[src/rtl/instr_fetch_queue.sv]
// Instruction fetch queue: issues one outstanding fetch at a time to instruction
// memory, buffers returned words with their PCs in a small FIFO, and presents the
// FIFO head to decode. A flush redirects fetch, empties the FIFO and discards any
// response still in flight.
module instr_fetch_queue #(
  parameter logic [31:0] RESET_PC = 32'h0000_0000,
  parameter int unsigned DEPTH    = 2
) (
  input  logic        clk,
  input  logic        rst_n,
  // instruction memory
  output logic        imem_req,
  output logic [31:0] imem_addr,
  input  logic        imem_valid,
  input  logic [31:0] imem_rdata,
  // pipeline control
  input  logic        stall,
  input  logic        flush,
  input  logic [31:0] redirect_pc,
  // decode-side view of the queue head
  output logic        id_valid,
  output logic [31:0] id_instr,
  output logic [31:0] id_pc,
  output logic [31:0] id_pcplus4,
  output logic [6:0]  Op,
  output logic [2:0]  funct3,
  output logic        funct7b5
);

  localparam int unsigned       PtrW    = (DEPTH > 1) ? $clog2(DEPTH) : 1;
  localparam int unsigned       CntW    = $clog2(DEPTH + 1);
  localparam logic [PtrW-1:0]   LastPtr = PtrW'(DEPTH - 1);
  localparam logic [CntW-1:0]   Full    = CntW'(DEPTH);
  localparam logic [31:0]       Nop     = 32'h0000_0013;

  typedef enum logic [1:0] {
    StFetch,
    StWait,
    StDiscard
  } state_e;

  state_e          state_q, state_d;
  logic [31:0]     fetch_pc_q, fetch_pc_d;
  logic [31:0]     req_pc_q, req_pc_d;
  logic [PtrW-1:0] rd_ptr_q, rd_ptr_d;
  logic [PtrW-1:0] wr_ptr_q, wr_ptr_d;
  logic [CntW-1:0] count_q, count_d;

  logic [31:0]     instr_mem [DEPTH];
  logic [31:0]     pc_mem    [DEPTH];

  logic            has_space;
  logic            head_valid;
  logic            issue;
  logic            push;
  logic            pop;

  // Low address bits of a redirect are forced to word alignment and never used.
  logic            unused_redirect_lsbs;
  assign unused_redirect_lsbs = ^redirect_pc[1:0];

  function automatic logic [PtrW-1:0] ptr_inc(input logic [PtrW-1:0] p);
    return (p == LastPtr) ? '0 : p + 1'b1;
  endfunction

  // Handshake qualifiers; flush overrides every queue/fetch action in its cycle.
  always_comb begin
    has_space  = (count_q != Full);
    head_valid = (count_q != '0);
    // Gated by rst_n so no request is visible while reset is held.
    issue      = rst_n && (state_q == StFetch) && has_space && !flush;
    push       = (state_q == StWait) && imem_valid && !flush;
    pop        = head_valid && !stall && !flush;
  end

  // Next-state for fetch PC, request PC, FIFO pointers and occupancy.
  always_comb begin
    fetch_pc_d = fetch_pc_q;
    req_pc_d   = req_pc_q;
    rd_ptr_d   = rd_ptr_q;
    wr_ptr_d   = wr_ptr_q;
    count_d    = count_q;
    if (flush) begin
      fetch_pc_d = {redirect_pc[31:2], 2'b00};
      rd_ptr_d   = '0;
      wr_ptr_d   = '0;
      count_d    = '0;
    end else begin
      if (issue) begin
        fetch_pc_d = fetch_pc_q + 32'd4;  // wraps naturally at 2^32
        req_pc_d   = fetch_pc_q;          // remembered for tagging the response
      end
      if (push) begin
        wr_ptr_d = ptr_inc(wr_ptr_q);
      end
      if (pop) begin
        rd_ptr_d = ptr_inc(rd_ptr_q);
      end
      unique case ({push, pop})
        2'b10:   count_d = count_q + 1'b1;
        2'b01:   count_d = count_q - 1'b1;
        default: count_d = count_q;
      endcase
    end
  end

  // Fetch FSM: one request in flight; DISCARD swallows a response made stale by flush.
  always_comb begin
    state_d = state_q;
    unique case (state_q)
      StFetch: begin
        if (issue) begin
          state_d = StWait;
        end
      end
      StWait: begin
        if (imem_valid) begin
          state_d = StFetch;
        end else if (flush) begin
          state_d = StDiscard;
        end
      end
      StDiscard: begin
        if (imem_valid) begin
          state_d = StFetch;
        end
      end
      default: state_d = StFetch;
    endcase
  end

  // Control state registers.
  always_ff @(posedge clk or negedge rst_n) begin
    if (!rst_n) begin
      state_q    <= StFetch;
      fetch_pc_q <= RESET_PC;
      req_pc_q   <= RESET_PC;
      rd_ptr_q   <= '0;
      wr_ptr_q   <= '0;
      count_q    <= '0;
    end else begin
      state_q    <= state_d;
      fetch_pc_q <= fetch_pc_d;
      req_pc_q   <= req_pc_d;
      rd_ptr_q   <= rd_ptr_d;
      wr_ptr_q   <= wr_ptr_d;
      count_q    <= count_d;
    end
  end

  // FIFO storage; contents are don't-care until counted valid, so no reset.
  always_ff @(posedge clk) begin
    if (push) begin
      instr_mem[wr_ptr_q] <= imem_rdata;
      pc_mem[wr_ptr_q]    <= req_pc_q;
    end
  end

  // Memory-side and decode-side outputs, combinational from state and FIFO head.
  always_comb begin
    imem_req   = issue;
    imem_addr  = fetch_pc_q;
    id_valid   = head_valid;
    id_instr   = head_valid ? instr_mem[rd_ptr_q] : Nop;
    id_pc      = head_valid ? pc_mem[rd_ptr_q] : 32'h0000_0000;
    id_pcplus4 = id_pc + 32'd4;
    Op         = id_instr[6:0];
    funct3     = id_instr[14:12];
    funct7b5   = id_instr[30];
  end

endmodule

[config.mk]
export PLATFORM = sky130hd
export DESIGN_NAME = instr_fetch_queue
export DESIGN_NICKNAME = d
export VERILOG_FILES = /design/src/rtl/instr_fetch_queue.sv
export SDC_FILE = /design/constraint.sdc
export NUM_CORES = 1
export LEC_CHECK = 0
export ABC_CLOCK_PERIOD_IN_PS = 6770
export BUFFER_PORTS_ARGS = -buffer_cell sky130_fd_sc_hd__buf_4
export CAP_MARGIN = 20
export CORE_AREA = 2 2 130 132
export DETAILED_ROUTE_END_ITERATION = 7
export DIE_AREA = 0 0 132 134
export PLACE_DENSITY = 0.82
export SETUP_SLACK_MARGIN = 0.5
export SLEW_MARGIN = 10
export SYNTH_ARGS = -nofsm -noshare
export SYNTH_HDL_FRONTEND = slang
export SYNTH_SLANG_ARGS = --single-unit
[constraint.sdc]
create_clock -name clk -period 6.77 [get_ports clk]
set_input_delay 1.6925 -clock clk [delete_from_list [all_inputs] [get_ports clk]]
set_output_delay 1.6925 -clock clk [all_outputs]
set_load 0.01 [all_outputs]
==> After elaboration in Yosys (flattened, before gate mapping) <==
Memory sizes are Yosys's and may differ from the RTL's.
Cells that the tools add are included.
{ "word_totals": {"ff_bits": 70, "latch_bits": 0, "mem_bits_rw": 128, "mem_bits_ro": 0, "output_inout_bits": 141, "word_cells": 59, "n_memories": 2} }
{ "op_classes": {"addsub": 6, "n_mul": 0, "div": 0, "order_cmp": 0, "eq_ne": 8, "shift": 0, "muxes": 19, "bitwise": 1, "n_reduce_logical": 17} }
{ "memory_table": {"columns": ["memory", "depth", "word_bits", "rd", "rd_ports_with_merged_regs", "wr", "line_no", "text"], "rows": [
  ["instr_mem", 2, 32, 1, 0, 1, "49", "logic [31:0] instr_mem [DEPTH];"],
  ["pc_mem", 2, 32, 1, 0, 1, "50", "logic [31:0] pc_mem [DEPTH];"]
]} }
{ "ops": {"columns": ["cell", "n"], "rows": [
  ["$mux 32", 4],
  ["$add 32x3->32 const B", 2],
  ["$mux 2", 5],
  ["$mux 1", 8],
  ["$reduce_bool 2->1", 4],
  ["$logic_and 1x1->1", 7],
  ["$ne 2x2->1 const B", 3],
  ["$pmux 2 s3", 1],
  ["$eq 2x1->1 const B", 2],
  ["$eq 2x2->1 const B", 2],
  ["$pmux 2 s2", 1],
  ["$ne 3x3->1 const B", 1],
  ["$reduce_and 3->1", 1],
  ["$reduce_bool 3->1", 1],
  ["$add 1x1->1 const B", 2],
  ["$add 2x1->2 const B", 1],
  ["$logic_not 1->1", 2],
  ["$logic_not 2->1", 1],
  ["$reduce_and 2->1", 1],
  ["$sub 2x1->2 const B", 1],
  ["$not 1->1", 1]
]} }

==> Longest topological paths before layout <==
Gate-level depths: netlist of the first run.
{ "logic_depth": {"ltp_word": 6, "depth_mapped": 12} }

==> Least setup slack after synthesis of the first run <==
OpenSTA, ideal clock, no wires.
{ "synth_timing": {"path_type": "input-to-reg", "from": "input flush", "to": "memory instr_mem[1][0], enable pin", "t_arrival_ns": 6.853, "path_slack_ns": -0.654, "cell_stages": 4, "path_buffers": 3, "cell_sequence": "clkbuf_1 > clkbuf_1 > buf_1 > nor3b_1"} }
{ "synth_between": {"elab_chain_cells": 4} }
{ "synth_rtl": {"columns": ["element", "line_no", "text"], "rows": [
  ["start: declaration", "18", "input logic flush,"],
  ["$logic_not 1->1", "72", "push = (state_q == StWait) && imem_valid && !flush;"],
  ["$logic_and 1x1->1", "72", null],
  ["$mux 1", "153", "if (push) begin"],
  ["$mux 1 (not written as such)", "154", "instr_mem[wr_ptr_q] <= imem_rdata;"],
  ["end: declaration", "49", null]
]} }
Every way passes these cells.

==> Worst setup path after layout of the first run <==
{ "layout_timing": {"from": "register rd_ptr_q", "to": "output id_pcplus4[28]"} }
{ "layout_between": {"elab_chain_cells": 3} }
{ "layout_rtl": {"columns": ["element", "line_no", "text"], "rows": [
  ["start: declaration", "45", "logic [PtrW-1:0] rd_ptr_q, rd_ptr_d;"],
  ["start signal: assignment", "145", "rd_ptr_q <= rd_ptr_d;"],
  ["$mem_v2 2x32", null, null],
  ["$mux 32", "165", "id_pc = head_valid ? pc_mem[rd_ptr_q] : 32'h0000_0000;"],
  ["$add 32x3->32", "166", "id_pcplus4 = id_pc + 32'd4;"],
  ["end: declaration", "24", "output logic [31:0] id_pcplus4,"]
]} }
Every way passes these cells.

==> results of run 1 <==
power breakdown:
part / total [mW] / leakage, nW / internal [mW] / switching, mW
Combinational: 0.277 / 2.02 / 0.148 / 0.129
Sequential: 1.43 / 1.93 / 1.35 / 0.0861
Clock: 0.977 / 0.293 / 0.562 / 0.415
cell usage after synthesis (2+ instances only):
library cell | count | area, um2
inv_1 | 9 | 33.8
nor2_1 | 78 | 293
buf_4 | 20 | 150
and3_1 | 2 | 12.5
a22oi_1 | 2 | 15.0
nor3b_1 | 5 | 37.5
mux2i_1 | 63 | 631
xor2_1 | 22 | 193
o21ai_0 | 29 | 145
nand3b_1 | 7 | 52.6
a211oi_1 | 5 | 37.5
and4_1 | 4 | 35.0
nand2b_1 | 6 | 37.5
buf_2 | 9 | 45.0
mux2_2 | 31 | 349
a21oi_1 | 5 | 25.0
and2_1 | 5 | 31.3
ha_1 | 2 | 25.0
a221o_1 | 2 | 20.0
buf_1 | 2 | 7.51
nor3_1 | 17 | 85.1
nand2_1 | 58 | 218
nand4_1 | 13 | 81.3
xnor2_1 | 32 | 280
clkbuf_1 | 17 | 63.8
or4_1 | 2 | 15.0
nand3_1 | 25 | 125
nor2b_1 | 4 | 25.0
nand3_2 | 2 | 20.0
edfxtp_1 | 124 | 3720
nor4_1 | 11 | 68.8
dfrtp_1 | 66 | 1650
area by class of cell:
| cell class | count | area share [%] |
|---|---|---|
| multi-input cells | 447 | 27.7 |
| repair buffers | 208 | 14.5 |
| well taps | 220 | 2.54 |
| flip-flops and latches | 190 | 49.6 |
| inverters | 9 | 0.311 |
| clock inverters | 10 | 0.876 |
| clock buffers | 22 | 4.57 |
layer usage:
metal  wire length [um]  up-vias
li1                   -     2835
met1               8010     2779
met3               1330       26
met4                386        0
met2               8820      231
met5                  0        -
state kept, by name, summed over array words and instances, names as in the netlist:
signal / cells
pc_mem: 60
count_q: 2
imem_addr: 30
wr_ptr_q: 1
req_pc_q: 30
instr_mem: 64
rd_ptr_q: 1
state_q: 2
critical path: cells and delay by family, from the launching register on:
kind,cells,cell delay (ns)
flip-flops,1,0.86
buffers and inverters,2,0.24
adder cells (fa/ha/maj),1,0.24
AND/OR/NAND/NOR,4,1.31
XOR/XNOR,1,0.22
multiplexers,1,0.28
worst min path at each step:
stage / end / startpoint / slack (ns) / cells past startpoint
detailed placement: pc_mem[0][23] / req_pc_q[23] / 0.46 / 0
finish: pc_mem[0][31] / req_pc_q[31] / 0.48 / 0
floorplan: pc_mem[0][10] / req_pc_q[10] / 0.44 / 0
global placement: pc_mem[0][23] / req_pc_q[23] / 0.45 / 0
CTS: pc_mem[0][23] / req_pc_q[23] / 0.47 / 0
global route: pc_mem[1][4] / req_pc_q[4] / 0.49 / 0
kinds of logic after synthesis:
logic type,count (synthesis),share of synthesized area (%)
multiplexers,94,11.3
other,1,0.0434
buffers and inverters,58,3.61
AND/OR/NAND/NOR,243,13.7
adder cells (fa/ha/maj),2,0.290
flip-flops,190,62.2
XOR/XNOR,54,5.48
AO/OA/AOI/OAI,48,3.35
cells in the final DEF (no fill, tap or decap), drive strengths merged, types with 2 or more instances in the layout:
cell and count:
buf 208, nand4 13, nand2b 6, and2 5, xnor2 32, nor4 12
mux2 31, nand3b 7, nor2b 4, inv 14, and4 5, a22oi 2
nand2 58, a21oi 5, a221o 2, conb 6, nor2 78, xor2 22
edfxtp 124, ha 2, clkinv 3, a211oi 6, o21ai 29, dfrtp 66
nor3 17, or4 2, mux2i 63, clkbuf 22, nor3b 6, and3 2
nand3 27
==> flow_metrics.env, run 1 <==
export IMPL_peakVddDrop_uv=193
export IMPL_clock_skew_ns=0.00758
export IMPL_synth_cell_types=43
export IMPL_multiInputGateArea_mm2=0.00300
export IMPL_worstMarginPinSlew_ns=0.816
export IMPL_grt_util_met1_pct=28.4
export IMPL_synth_area_per_cell_um2=12.5
export IMPL_antenna_found_initial=0
export IMPL_synthCells=690
export IMPL_grt_setup_unrepaired="no"
export IMPL_cap_violations=0
export IMPL_min_path_type="flop to flop"
export IMPL_total_power_mw=2.69
export IMPL_synth_edf_count=124
export IMPL_overflow=0
export IMPL_r2r_end="imem_addr[29]"
export IMPL_slowest_delay_ns=0.86
export IMPL_status="completed"
export IMPL_rows=47
export IMPL_start_kind="flop"
export IMPL_clockRootBuffer="clkbuf_16"
export IMPL_track_usage_pct=21.4
export IMPL_whs_ns=0.477
export IMPL_fmax_mhz=189
export IMPL_grt_pass1_wl_mm=29.5
export IMPL_crit_chain="mux2_2, nand2_1, inv_1, ha_1, nor3b_1, nand4_1, nor3_1, xor2_1, buf_4"
export IMPL_ys_seq_elements=190
export IMPL_post_cts_setup_buffers=0
export IMPL_wl_per_cell_um=16.8
export IMPL_crit_arrival_ns=3.59
export IMPL_io_buffers=201
export IMPL_ys_warn_count=0
export IMPL_slew_violations=0
export IMPL_crit_path_max_fanout=47
export IMPL_grt_busiest_layer="met2"
export IMPL_setup_tns_ns=0
export IMPL_crit_required_ns=5.08
export IMPL_htreeDepth=4
export IMPL_cp_end_kind="output port"
export IMPL_startpoint="rd_ptr_q"
export IMPL_cp_slowest_cell="dfrtp_4"
export IMPL_grt_use_met2_pct=34.7
export IMPL_cts_repair_resized=0
export IMPL_ios=210
export IMPL_p_leak_nw=4.24
export IMPL_numCtsBuffers=17
export IMPL_post_route_util_pct=66.6
export IMPL_crit_path_end="id_pcplus4[28]"
export IMPL_dp_slack_ns=1.96
export IMPL_postSynth_asyncResetShare_pct=34.7
export IMPL_dieArea_mm2=0.0177
export IMPL_regArea_mm2=0.00538
export IMPL_clkTransAtPathRegs_ns=0.07
export IMPL_fp_coreArea_mm2=0.0163
export IMPL_reg2reg_depth=5
export IMPL_finalHoldViolCount=0
export IMPL_diodes=0
export IMPL_final_cell_area_mm2=0.0108
export IMPL_cts_tree="built"
export IMPL_hold_buffers=0
export IMPL_seq_area_frac_synth_pct=62.2
export IMPL_place_congestion=0.851
export IMPL_clock_path_buffers=2
export IMPL_fillers=1202
export IMPL_die_w_um=132
export IMPL_synth_area_mm2=0.00864
export IMPL_syn2layout_area_growth_pct=25.6
export IMPL_setup_violations=0
export IMPL_grt_pass1_vias=5682
export IMPL_dp_hpwl_mm=13.1
export IMPL_period_share_pct=78.0
export IMPL_vias=5871
export IMPL_initial_core_util_pct=53.0
export IMPL_first_pass_iters=4
export IMPL_rrSetupSlack_ns=4.39
export IMPL_stdcell_count=1106
export IMPL_power_density_mw_per_mm2=248
export IMPL_finalCriticalPeriod_ns=5.28
export IMPL_synth_top_flop_cell="edfxtp_1"
export IMPL_layout_drive_gt1_share_pct=31.7
export IMPL_grt_max_degree=75
export IMPL_clock_sinks=190
export IMPL_final_antenna_net_count=0
export IMPL_use_met3_pct=4.80
export IMPL_wirelength_mm=18.5
export IMPL_drtIter0Drc=404
export IMPL_vias_per_cell=5.31
export IMPL_place_area_mm2=0.0102
export IMPL_worstSetupPathType="flop to output port"
export IMPL_r2r_start="imem_addr[11]"
export IMPL_relSlewSlack_pct=45.6
export IMPL_place_inst=1073
export IMPL_fp_dieH_um=134
export IMPL_fin_nets=944
export IMPL_clkLatencyLatePin_ns=0.43
export IMPL_setup_ws_ns=1.49
export IMPL_drc=0
No activity file was read; power rests on OpenSTA's default activity.
==> inputs of run 2 (changes only) <==
Settings changed: ABC_AREA set to 1, ABC_CLOCK_PERIOD_IN_PS 6770 to 5300, CORE_AREA 2 2 130 132 to 2 2 134 136, DIE_AREA 0 0 132 134 to 0 0 136 138, PLACE_DENSITY 0.82 to 0.83.
Clock period 6.77 ns to 5.3 ns, I/O delays scaled along.
==> run 2 against run 1 <==
Critical path type unchanged. Register-to-register slack worse by 1.4 ns. Total power increased by 94%. Critical path depth up 3. Sequential cell count unchanged. Largest cell class unchanged. Combinational power rose to 6.5 times the previous value. Area after synthesis is 8.6% higher. Cell count increased by 38%. First-iteration DRC count rose by 83%. Wire length rose by 27%. Sequential share of layout area decreased by 3.2 points. Clock power up 35%.
==> flow_metrics.env, run 2 <==
export IMPL_dieArea_mm2=0.0188
export IMPL_clkLatencyLatePin_ns=0.43
export IMPL_dp_hpwl_mm=16.9
export IMPL_r2r_start="state_q[1]"
export IMPL_clkPwrFrac_pct=25.3
export IMPL_layout_common_cells="nand2_1, buf_4, edfxtp_1"
export IMPL_seq_area_frac_synth_pct=57.3
export IMPL_setup_tns_ns=0
export IMPL_synthCells=1102
export IMPL_synthMostInstantiatedCell="nand2_1"
export IMPL_final_antenna_net_count=0
export IMPL_synth_area_per_cell_um2=8.51
export IMPL_hold_buffers=0
export IMPL_antenna_found_initial=0
export IMPL_synth_edf_count=124
export IMPL_grt_max_degree=67
export IMPL_fp_coreArea_mm2=0.0175
export IMPL_ios=210
export IMPL_vias_per_cell=5.17
export IMPL_drtIter0Drc=738
export IMPL_wl_per_cell_um=15.5
export IMPL_synth_area_mm2=0.00938
export IMPL_clockRootBuffer="clkbuf_16"
export IMPL_relSlewSlack_pct=44.8
export IMPL_multiInputGateArea_mm2=0.00336
export IMPL_comb_power_share_pct=34.7
export IMPL_grt_use_met2_pct=40.8
export IMPL_power_density_mw_per_mm2=450
export IMPL_period_share_pct=82.7
export IMPL_io_buffers=201
export IMPL_stdcell_count=1523
export IMPL_fp_dieH_um=138
export IMPL_switchingPower_mw=1.85
export IMPL_mostFrequentLayoutCell="nand2_1"
export IMPL_grt_util_met1_pct=35.7
export IMPL_worstSetupPathType="flop to output port"
export IMPL_drc=0
export IMPL_switching_share_pct=35.5
export IMPL_cts_tree="built"
export IMPL_place_congestion=0.927
export IMPL_status="completed"
export IMPL_crit_arrival_ns=3.06
export IMPL_crit_path_end="id_pcplus4[20]"
export IMPL_postSynth_asyncResetShare_pct=34.7
export IMPL_grt_setup_unrepaired="no"
export IMPL_die_w_um=136
export IMPL_rrSetupSlack_ns=2.99
export IMPL_min_path_type="flop to flop"
export IMPL_overflow=0
export IMPL_synth_area_top_cells="edfxtp_1, dfrtp_1, nand2_1"
export IMPL_synth_cell_types=31
export IMPL_finalCriticalPeriod_ns=4.38
export IMPL_vias=7878
export IMPL_clock_path_buffers=2
export IMPL_wirelength_mm=23.5
export IMPL_ys_warn_count=0
export IMPL_place_inst=1491
export IMPL_p_seq_share_pct=40.0
export IMPL_startpoint="rd_ptr_q"
export IMPL_layout_drive_gt1_share_pct=20.6
export IMPL_first_pass_iters=6
export IMPL_slowest_delay_ns=0.68
export IMPL_track_usage_pct=25.6
export IMPL_largest_reg_flops=64
export IMPL_fmax_mhz=228
export IMPL_synth_common_cells="nand2_1, edfxtp_1, nor2_1, inv_1, nand3_1"
export IMPL_crit_top_cell="nand2_1"
export IMPL_finalHoldViolCount=0
export IMPL_rows=49
export IMPL_initial_core_util_pct=53.5
export IMPL_synth_top_flop_cell="edfxtp_1"
export IMPL_start_kind="flop"
export IMPL_reg2reg_depth=6
export IMPL_synth_top_cell_area_share_pct=39.7
export IMPL_p_leak_nw=5.34
export IMPL_grt_pass1_vias=7339
export IMPL_diodes=0
export IMPL_whs_ns=0.478
export IMPL_peakVddDrop_uv=270
export IMPL_clock_sinks=190
export IMPL_crit_chain="buf_4, nand2_1, a21oi_1, ha_1, inv_1, nor2_2, nand2_2, nor2_4, nand2_1, nand2_1, nand2_1, buf_4"
export IMPL_fin_nets=1352
export IMPL_synth_area_leader_cell="edfxtp_1"
export IMPL_cap_violations=0
export IMPL_grt_busiest_layer="met2"
export IMPL_fillers=1418
export IMPL_use_met3_pct=5.28
export IMPL_crit_required_ns=3.97
export IMPL_grt_pass1_wl_mm=37.5
export IMPL_setup_violations=0
export IMPL_intPower_mw=3.36
export IMPL_syn2layout_area_growth_pct=23.5
export IMPL_r2r_end="pc_mem[0][23]"
export IMPL_clkTransAtPathRegs_ns=0.07
export IMPL_slew_violations=0
export IMPL_cp_end_kind="output port"
export IMPL_ys_seq_elements=190
export IMPL_htreeDepth=4
export IMPL_crit_path_max_fanout=34
export IMPL_clock_skew_ns=0.0119
export IMPL_regArea_mm2=0.00538
export IMPL_cp_slowest_cell="dfrtp_4"
export IMPL_regMostFlops="instr_mem"
export IMPL_worstMarginPinSlew_ns=0.828
export IMPL_numCtsBuffers=17
export IMPL_largestRegisters="instr_mem: 64 flops, pc_mem: 60 flops"
export IMPL_total_power_mw=5.22
-- run 2: changes by cell type after synthesis, sizes merged, moves of 12 or more --
cell   delta
nand2   +362
nor3     -14
nor2     +55
inv      +85
nand3    +55
xnor2    -22
mux2     -31
a21oi    +39
mux2i    -63
nor4     -12
-- run 2: how the worst min path moves through the flow --
| stage | depth (start not counted) | slack (ns) | start | endpoint |
|---|---|---|---|---|
| 6_report | 0 | 0.48 | req_pc_q[4] | pc_mem[0][4] |
| 5_1_grt | 0 | 0.49 | req_pc_q[4] | pc_mem[1][4] |
| 4_1_cts | 0 | 0.48 | req_pc_q[4] | pc_mem[1][4] |
| 3_5_place_dp | 0 | 0.46 | req_pc_q[4] | pc_mem[0][4] |
| 3_3_place_gp | 0 | 0.45 | req_pc_q[14] | pc_mem[1][14] |
| 2_1_floorplan | 0 | 0.44 | req_pc_q[10] | pc_mem[0][10] |
-- run 2: routing by layer --
metal | vias to the layer above | routed length (um) | part of all wire (%)
li1 | 3881 | - | -
met1 | 3638 | 10100 | 43
met2 | 318 | 11300 | 48
met3 | 41 | 1640 | 7.0
met4 | 0 | 445 | 1.9
met5 | - | 0 | 0
-- run 2: critical path, delay by kind of cell, from the launching register on --
family | cells | cell delay [ns]
compound gates | 1 | 0.25
simple gates | 7 | 0.82
flops | 1 | 0.68
fa+ha+maj | 1 | 0.21
buf+inv | 3 | 0.64
-- run 2: per-stage QoR --
stage               cell area (um2)  util [%]  setup slack (ns)
floorplan                      9400         -             0.517
global placement              11000      62.5              1.19
detailed placement            11000      62.5              1.23
CTS                           11600      66.1             0.747
global route                  11600      66.1             0.605
finish                        11600      66.1             0.916
-- run 2: cell families after synthesis --
logic type / after synthesis / share of synthesized area [%]
simple gates: 645 / 27.7
flops: 190 / 57.3
compound gates: 90 / 5.12
other cells: 1 / 0.0400
buf+inv: 149 / 7.23
xor+xnor: 25 / 2.33
fa+ha+maj: 2 / 0.267
-- run 2: what timing repair did --
item                                    in CTS  in global routing
endpoints found under the setup margin       0                  5
resized for setup                            0                  1
buffers inserted                             0                  0
-- run 2: area by class of cell --
cell class / count / share of cell area, %
repair buffers: 210 / 13.6
clock inverters: 8 / 0.745
inverters: 94 / 3.05
well taps: 229 / 2.47
multi-input cells: 768 / 29.0
flip-flops and latches: 190 / 46.4
clock buffers: 24 / 4.70
-- run 2: power by group through the flow --
stage	sequential (mW)	clock [mW]	combinational (mW)
after CTS	2.08	1.33	1.81
final	2.09	1.32	1.81
after global routing	2.12	1.39	2.00
after detailed placement	2.11	0	1.80
after global placement	2.09	0	1.76
after floorplan	2.03	0	1.07
==> inputs of run 3 (changes only) <==
Settings changed: ABC_CLOCK_PERIOD_IN_PS 5300 to 4300.
Clock period 5.3 ns to 4.3 ns, I/O delays scaled along.
==> run 3 against run 2 <==
Utilization up 0.39 points. Cell count up 0.46%. Global-route usage down 0.80 points. Total power up 24%. Design area up 0.59%. Clock skew down 0.00080 ns. First-iteration DRC count down 5.6%. Sequential power up 22%.
==> flow_metrics.env, run 3 (same netlist as run 2, synthesis figures left out) <==
export IMPL_status="completed"
export IMPL_period_share_pct=84.5
export IMPL_final_antenna_net_count=0
export IMPL_htreeDepth=4
export IMPL_layout_common_cells="nand2_1, buf_4, edfxtp_1"
export IMPL_setup_tns_ns=0
export IMPL_io_buffers=201
export IMPL_clockRootBuffer="clkbuf_16"
export IMPL_switching_share_pct=35.1
export IMPL_crit_arrival_ns=2.56
export IMPL_min_path_type="flop to flop"
export IMPL_p_leak_nw=5.37
export IMPL_wl_per_cell_um=15.1
export IMPL_place_congestion=0.962
export IMPL_clock_sinks=190
export IMPL_largestRegisters="instr_mem: 64 flops, pc_mem: 60 flops"
export IMPL_fmax_mhz=275
export IMPL_regArea_mm2=0.00538
export IMPL_switchingPower_mw=2.27
export IMPL_wirelength_mm=23.0
export IMPL_comb_power_share_pct=35.2
export IMPL_initial_core_util_pct=53.5
export IMPL_ios=210
export IMPL_fp_dieH_um=138
export IMPL_dieArea_mm2=0.0188
export IMPL_start_kind="flop"
export IMPL_layout_drive_gt1_share_pct=20.8
export IMPL_regMostFlops="instr_mem"
export IMPL_clock_path_buffers=2
export IMPL_fp_coreArea_mm2=0.0175
export IMPL_total_power_mw=6.46
export IMPL_intPower_mw=4.19
export IMPL_drtIter0Drc=697
export IMPL_grt_pass1_wl_mm=36.5
export IMPL_worstMarginPinSlew_ns=0.820
export IMPL_finalCriticalPeriod_ns=3.63
export IMPL_numCtsBuffers=17
export IMPL_fin_nets=1359
export IMPL_cts_tree="built"
export IMPL_p_seq_share_pct=39.5
export IMPL_die_w_um=136
export IMPL_grt_setup_unrepaired="no"
export IMPL_final_cell_area_mm2=0.0117
export IMPL_dp_slack_ns=0.851
export IMPL_antenna_found_initial=0
export IMPL_clkLatencyLatePin_ns=0.42
export IMPL_vias_per_cell=5.15
export IMPL_overflow=0
export IMPL_clkPwrFrac_pct=25.3
export IMPL_fillers=1403
export IMPL_rows=49
export IMPL_clkTransAtPathRegs_ns=0.07
export IMPL_clock_skew_ns=0.0111
export IMPL_power_density_mw_per_mm2=555
export IMPL_mostFrequentLayoutCell="nand2_1"
export IMPL_first_pass_iters=7
export IMPL_place_area_mm2=0.0110
export IMPL_setup_ws_ns=0.667
export IMPL_post_route_util_pct=66.5
export IMPL_relSlewSlack_pct=45.3
export IMPL_crit_path_max_fanout=33
export IMPL_diodes=0
export IMPL_vias=7875
export IMPL_peakVddDrop_uv=317
export IMPL_largest_reg_flops=64
export IMPL_cp_end_kind="output port"
export IMPL_finalHoldViolCount=0
export IMPL_stdcell_count=1530
export IMPL_drc=0
export IMPL_worstSetupPathType="flop to output port"
export IMPL_dp_hpwl_mm=16.5
export IMPL_setup_violations=0
export IMPL_grt_pass1_vias=7328
export IMPL_multiInputGateArea_mm2=0.00337
export IMPL_whs_ns=0.479
export IMPL_cap_violations=0
export IMPL_crit_required_ns=3.22
export IMPL_slew_violations=0
export IMPL_track_usage_pct=24.8
export IMPL_grt_max_degree=67
export IMPL_syn2layout_area_growth_pct=24.2
export IMPL_place_inst=1494
run 3: layout make-up:
type | count | share of cell area [%]
Sequential cell | 190 | 46.2
Multi-Input combinational cell | 768 | 28.9
Timing Repair Buffer | 217 | 14.2
Clock buffer | 19 | 3.71
Inverter | 94 | 3.03
Tap cell | 229 | 2.46
Clock inverter | 13 | 1.59
run 3: per-layer routing:
metal | global-route usage [%] | wire length, um | vias to the layer above
met5 | 0 | 0 | -
li1 | - | - | 3888
met1 | 33.8 | 9820 | 3612
met4 | 8.99 | 591 | 0
met2 | 39.6 | 11000 | 338
met3 | 4.80 | 1610 | 37
run 3: final timing paths:
| kind | startpoint | end | slack, ns | depth (start not counted) |
|---|---|---|---|---|
| max | count_q[1] | id_pcplus4[14] | 0.67 | 10 |
| min | req_pc_q[11] | pc_mem[1][11] | 0.48 | 0 |
| max reg2reg | state_q[0] | imem_addr[14] | 2.19 | 7 |
| min reg2reg | req_pc_q[11] | pc_mem[1][11] | 0.48 | 0 |
| max in group asynchronous | rst_n | rd_ptr_q | 2.79 | 2 |
| min in group asynchronous | rst_n | req_pc_q[22] | 0.88 | 2 |
run 3: repair_timing:
action	4_1_cts	5_1_grt
endpoints found under the setup margin	9	20
hold buffers	0	0
gates resized for setup	2	3
setup buffers	0	4
run 3: power by group through the flow:
stage | combinational, mW | sequential (mW) | clock [mW]
CTS | 2.24 | 2.56 | 1.65
detailed placement | 2.23 | 2.59 | 0
finish | 2.27 | 2.55 | 1.64
global placement | 2.18 | 2.57 | 0
floorplan | 1.32 | 2.50 | 0
global route | 2.52 | 2.59 | 1.73
run 3: worst max-delay path: stages, from the launching register on:
cell	delay, ns
dfrtp_1	0.39
nor2_2	0.07
buf_4	0.25
a21oi_1	0.26
ha_1	0.23
inv_1	0.12
nor2_4	0.16
nand2_2	0.13
nor2_4	0.16
xor2_1	0.20
buf_4	0.15
